File: config.mk
export PLATFORM = sky130hd
export DESIGN_NAME = fetch_ctrl
export DESIGN_NICKNAME = d
export VERILOG_FILES = /design/src/rtl/fetch_ctrl_pkg.sv /design/src/rtl/fetch_perf_cnt.sv /design/src/rtl/fetch_ctrl.sv
export SDC_FILE = /design/constraint.sdc
export NUM_CORES = 1
export LEC_CHECK = 0
export ABC_CLOCK_PERIOD_IN_PS = 2450
export BUFFER_PORTS_ARGS = -buffer_cell sky130_fd_sc_hd__buf_2
export CORE_MARGIN = 2
export CORE_UTILIZATION = 50
export DETAILED_ROUTE_END_ITERATION = 10
export GPL_ROUTABILITY_DRIVEN = 0
export PLACE_DENSITY = 0.75
export SYNTH_ARGS = -nofsm -noshare
export SYNTH_HDL_FRONTEND = slang
export SYNTH_SLANG_ARGS = --single-unit
File: constraint.sdc
create_clock -name clk -period 2.45 [get_ports clk]
set_clock_uncertainty 0.1 [all_clocks]
set_input_delay 0.735 -clock clk [delete_from_list [all_inputs] [get_ports clk]]
set_output_delay 0.735 -clock clk [all_outputs]
set_load 0.05 [all_outputs]
File: src/rtl/fetch_ctrl_pkg.sv
// Shared front-end definitions: fetch FSM state encoding (decoded by trace/debug
// logic through fetch_state) and the default sequential instruction size.
package fetch_ctrl_pkg;

  typedef enum logic [1:0] {
    F_BOOT       = 2'd0,
    F_RUN        = 2'd1,
    F_MISS       = 2'd2,
    F_MISS_FLUSH = 2'd3
  } FetchState_t;

  localparam int INST_BYTES_DEF = 4;
  localparam int PERF_W         = 32;

endpackage

File: src/rtl/fetch_perf_cnt.sv
// Single saturating event counter; counts every cycle inc_ is low and sticks
// at all-ones.
module fetch_perf_cnt
  import fetch_ctrl_pkg::*;
(
  input  logic              clk,
  input  logic              reset_,
  input  logic              inc_,
  output logic [PERF_W-1:0] count
);

  logic [PERF_W-1:0] count_q;

  always_ff @(posedge clk or negedge reset_) begin
    if (!reset_) begin
      count_q <= '0;
    end else if (!inc_ && (count_q != {PERF_W{1'b1}})) begin
      count_q <= count_q + 1'b1;
    end
  end

  assign count = count_q;

endmodule

File: src/rtl/fetch_ctrl.sv
// Fetch sequencer: owns the fetch PC and the I-cache enable, arbitrating
// flush / miss / decode-busy / predictor redirects. FETCH_CTRL_PERF_EN adds perf counters.
module fetch_ctrl
  import fetch_ctrl_pkg::*;
#(
  parameter int              ADDR       = 32,
  parameter logic [ADDR-1:0] RESET_PC   = '0,
  parameter int              INST_BYTES = INST_BYTES_DEF
) (
  input  logic            clk,
  input  logic            reset_,
  input  logic            dec_busy_,
  input  logic            ic_miss_,
  input  logic            ic_refill_done_,
  input  logic            pred_taken_,
  input  logic [ADDR-1:0] pred_target,
  input  logic            flush_,
  input  logic [ADDR-1:0] flush_pc,
  output logic [ADDR-1:0] fetch_pc,
  output logic            fetch_e_,
  output logic            dec_kill_,
  output logic [1:0]      fetch_state
`ifdef FETCH_CTRL_PERF_EN
  ,
  output logic [PERF_W-1:0] perf_miss_cyc,
  output logic [PERF_W-1:0] perf_stall_cyc,
  output logic [PERF_W-1:0] perf_redirects
`endif
);

  localparam logic [ADDR-1:0] PC_INC = ADDR'(INST_BYTES);

  FetchState_t     state_q;
  logic [ADDR-1:0] pc_q;
  logic [ADDR-1:0] redir_q;
  logic            fetch_e_q;

  // All active-low controls: 0 means asserted. Arms are in priority order.
  always_ff @(posedge clk or negedge reset_) begin
    if (!reset_) begin
      state_q   <= F_BOOT;
      pc_q      <= RESET_PC;
      redir_q   <= '0;
      fetch_e_q <= 1'b1;
    end else begin
      case (state_q)
        F_BOOT: begin
          state_q   <= F_RUN;
          fetch_e_q <= 1'b0;
        end
        F_RUN: begin
          if (!flush_) begin
            pc_q <= flush_pc;
          end else if (!ic_miss_) begin
            state_q   <= F_MISS;
            fetch_e_q <= 1'b1;
          end else if (!dec_busy_) begin
            pc_q <= pc_q;
          end else if (!pred_taken_) begin
            pc_q <= pred_target;
          end else begin
            pc_q <= pc_q + PC_INC;
          end
        end
        F_MISS: begin
          if (!ic_refill_done_) begin
            state_q   <= F_RUN;
            fetch_e_q <= 1'b0;
            if (!flush_) pc_q <= flush_pc;
          end else if (!flush_) begin
            state_q <= F_MISS_FLUSH;
            redir_q <= flush_pc;
          end
        end
        F_MISS_FLUSH: begin
          // Refill is never aborted; the newest flush target wins at completion.
          if (!ic_refill_done_) begin
            state_q   <= F_RUN;
            fetch_e_q <= 1'b0;
            pc_q      <= (!flush_) ? flush_pc : redir_q;
          end else if (!flush_) begin
            redir_q <= flush_pc;
          end
        end
        default: begin
          state_q   <= F_BOOT;
          fetch_e_q <= 1'b1;
        end
      endcase
    end
  end

  assign fetch_pc    = pc_q;
  assign fetch_e_    = fetch_e_q;
  assign fetch_state = state_q;
  assign dec_kill_   = ~(~flush_ | (~ic_miss_ & (state_q == F_RUN)));

`ifdef FETCH_CTRL_PERF_EN
  logic miss_inc_;
  logic stall_inc_;
  logic redir_inc_;

  assign miss_inc_  = ~((state_q == F_MISS) | (state_q == F_MISS_FLUSH));
  assign stall_inc_ = ~((state_q == F_RUN) & ~dec_busy_);
  // A flush during boot is not accepted, so it is not counted.
  assign redir_inc_ = ~((state_q != F_BOOT) & ~flush_);

  fetch_perf_cnt u_miss_cnt  (.clk(clk), .reset_(reset_), .inc_(miss_inc_),  .count(perf_miss_cyc));
  fetch_perf_cnt u_stall_cnt (.clk(clk), .reset_(reset_), .inc_(stall_inc_), .count(perf_stall_cyc));
  fetch_perf_cnt u_redir_cnt (.clk(clk), .reset_(reset_), .inc_(redir_inc_), .count(perf_redirects));
`endif

endmodule

==> results.txt <==
- Antenna violations before repair: 0
- Counting flops with a built-in enable in the synthesized netlist gives 0.
- In this run the static leakage power is approximately 2.5 nW.
- STA classifies the critical path endpoint as a primary output.
- The pre-antenna-repair detailed-routing pass consisted of 6 iterations.
- Fraction of registers with async set or reset after synthesis: 100%
* Worst slew margin relative to its limit: 60.2%
- Cell type with the largest total area after synthesis: sky130_fd_sc_hd__dfrtp_1
* Clock transition time at the flip-flop clock pins of the worst setup and hold paths: about 0.08 ns
* Number of standard cells in the final layout excluding fillers: around 740
- Top cells by area, synth: sky130_fd_sc_hd__dfrtp_1, sky130_fd_sc_hd__mux2_2, sky130_fd_sc_hd__a21oi_1
- Setup repair after global routing missed its margin: false
* Most frequent cells in the layout: sky130_fd_sc_hd__buf_2, sky130_fd_sc_hd__dfrtp_1, sky130_fd_sc_hd__buf_4
* Area of all placed cells without fillers: ~5700 sq um
- Wire length reported by the detailed router: 14700 microns
- Post-placement cell count: 720
* Die outline area: ~10000 sq um
* CP Cell Sequence: inv_1, ha_1, a21oi_2, buf_2
- The initialized floorplan defines 34 standard-cell rows.
* Average via count per standard cell: ~6.5
- Grt total ovfl: 0
- VDD sags by at most about 900 uV.
- Wire length of the first global-routing pass: 23100 microns
- Layout Utilization: 65.2%
- Setup violations remaining at the end of the flow were counted as 0.
- Cells after synthesis: 495
- Across the run, the number of max-cap violations was 0.
- CTS root buffer: sky130_fd_sc_hd__clkbuf_8
- 0 antenna diodes ended up in the layout.
* Largest stage delay, worst path: roughly 0.4 ns
- Summed over its instances, the top area cell type makes up 36.6% of the synthesized netlist area.
- Top Family by Delay on Critical Path: flip-flops
- Leading cell type in the layout, fill and taps excluded: sky130_fd_sc_hd__buf_2
* I/O Pins: 107
- The critical path contains buffers and inverters numbering 2 combined.
- At the worst endpoint, the arrival time is 1.53 ns.
- Static timing analysis puts the maximum clock frequency at between 400 and 500 MHz.
- Number of nets in the final layout: 701
- Result of the run: finished clean
- Count of synthesis-stage warnings from yosys: 0
* WS Path Type: reg2out
- After legalization and detailed placement, the total HPWL measured 10600 microns.
* Setup Slack @ Placement: -0.0354 ns
* Die Height: 99.0 microns
- Sink Count: 67
- Summing all placed instances gives a cell area of 5420 sq um.
- H-tree depth: 3
* Share of layout cells above drive strength 1: 36.2%
- Min-Delay Path Class: in2async
- Part of the Yosys area used for sequential elements: about 37%
* Required time of the worst setup path: between 1.5 and 2 ns
- Of the available clock period, the critical path in the final layout requires 96.7%.
- For this block, the via count after detailed routing is 4774.
- Number of buffers between clock root and the deepest sink: 2
* Critical path fanouts, max: 5
* Synth-to-Final Area Change: 26.0%
* Hold violation count in the final report: 0
- Initial core utilization: 51.7%
- Shortest clock period the worst path allows after layout: about 2.4 ns
- Dividing total power by cell area gives a power density of 1340 nW/um^2.
* Critical path startpoint category: flop
* Maximum number of pins on one net before global-route repair: 68
- Buffers inserted during clock tree synthesis total 9.
* Final Total Pwr: 0.00761 W
- Post-route DRC: 0
- Worst path slowest cell: sky130_fd_sc_hd__dfrtp_1
* Count of input and output buffers: 106
* Number of distinct standard cells referenced by the synthesized netlist: 65
- When the netlist entered floorplanning its net count stood at 572.
- Drt first-iter violations: 497
* Count of filler cells inserted in the layout: 733
- Die outline width: between 90 and 100 microns
* Mean routed wirelength per cell: 19.9 microns
- Post-Synthesis Mean Instance Area: 9.11 sq um
- The clock reaches the later pin of the worst-skew pair after between 0.3 and 0.4 ns.
- The worst path meets setup with 0.0807 ns of slack.
* Final slew viol count: 0
- TritonCTS built the clock tree.
- In this run the standard cell core region covers around 8700 sq um.
* Register bit total from synthesis: 67
* Dominant synthesized flop cell: sky130_fd_sc_hd__dfrtp_1
- Via count of the first global-routing pass: 4616
- Transition at the pin with the smallest max-transition slack: 0.597 ns
- Cell area after synthesis: around 4500 sq um
- GRT Resource Usage Total: 29.9%
- Once detail routing completed, the nets flagged for antenna violations numbered 0.
-- flip-flops by register name (all words and copies together) (netlist names) --
name and flops:
fetch_pc 32, redir_q 32, fetch_e_ 1, fetch_state 2
-- metal layers --
layer / up-vias / part of all wire (%) / GRT usage (%)
met5: - / 0 / 0
met4: 0 / 2.3 / 10.2
met3: 33 / 9.1 / 7.38
met2: 271 / 48 / 48.1
met1: 2292 / 41 / 39.4
li1: 2178 / - / -
-- cell families after synthesis --
logic type	share of synthesized area, %
simple gates	19.4
compound gates	25.7
flops	37.2
buf+inv	4.13
mux	10.9
fa+ha+maj	1.66
xor+xnor	0.971
-- stage by stage --
step | hold WS (ns) | TNS [ns]
floorplan | 0.339 | -0.00355
detailed placement | 0.386 | -0.0468
global route | 0.308 | 0
global placement | 0.381 | 0
CTS | 0.312 | 0
finish | 0.281 | 0
-- power breakdown --
group          switching, W  internal (W)  leakage, nW
Clock              0.000487      0.000580        0.114
Combinational       0.00268       0.00156         1.57
Sequential         0.000622       0.00167        0.803
-- synthesized netlist by cell type (3+ instances only) --
cell,number
sky130_fd_sc_hd__a22o_1,7
sky130_fd_sc_hd__nor2b_1,6
sky130_fd_sc_hd__a31oi_1,10
sky130_fd_sc_hd__o21ai_0,24
sky130_fd_sc_hd__a22oi_1,4
sky130_fd_sc_hd__nor2_1,35
sky130_fd_sc_hd__a211oi_1,7
sky130_fd_sc_hd__ha_1,6
sky130_fd_sc_hd__mux2_2,41
sky130_fd_sc_hd__clkbuf_1,22
sky130_fd_sc_hd__dfrtp_1,66
sky130_fd_sc_hd__a21oi_1,33
sky130_fd_sc_hd__a221o_1,7
sky130_fd_sc_hd__nor3_1,8
sky130_fd_sc_hd__a222oi_1,13
sky130_fd_sc_hd__a221oi_1,8
sky130_fd_sc_hd__a21o_1,8
sky130_fd_sc_hd__o31ai_1,3
sky130_fd_sc_hd__and3_1,4
sky130_fd_sc_hd__nor4_1,7
sky130_fd_sc_hd__buf_2,11
sky130_fd_sc_hd__o41ai_1,3
sky130_fd_sc_hd__o2bb2ai_1,3
sky130_fd_sc_hd__mux2i_1,3
sky130_fd_sc_hd__nand3_1,20
sky130_fd_sc_hd__nand4_1,10
sky130_fd_sc_hd__xnor2_1,4
sky130_fd_sc_hd__or3_1,3
sky130_fd_sc_hd__o211ai_1,5
sky130_fd_sc_hd__nand2_1,42
sky130_fd_sc_hd__inv_1,11
sky130_fd_sc_hd__and2_1,6
sky130_fd_sc_hd__or2_2,3
sky130_fd_sc_hd__a21boi_0,4
sky130_fd_sc_hd__nand2b_1,5
-- timing repair --
item,4_1_cts,5_1_grt
gates resized for setup,1,6
hold buffers,0,0
pin swaps,0,1
gates cloned,0,0
setup buffers,0,1
setup endpoints to repair,2,27
-- worst paths after layout --
kind | cells after the start | slack (ns) | start | endpoint
worst min-delay path | 2 | 0.28 | reset_ | redir_q[25]
worst min register to register | 1 | 0.40 | redir_q[0] | redir_q[0]
max in group asynchronous | 2 | 1.63 | reset_ | fetch_e_
min in group clk | 1 | 0.40 | redir_q[0] | redir_q[0]
worst max register to register | 9 | 0.16 | fetch_state[0] | fetch_pc[11]
worst max-delay path | 4 | 0.08 | fetch_state[1] | dec_kill_
-- area by class of cell --
class	count	area, sq um	area share [%]
clock buffers	9	124	2.18
well taps	108	135	2.38
multi-input cells	382	2680	47.1
flip-flops and latches	67	1680	29.5
clock inverters	7	100	1.76
repair buffers	153	925	16.3
inverters	11	41.3	0.727
Note: power is estimated with default switching activity, not from simulation.
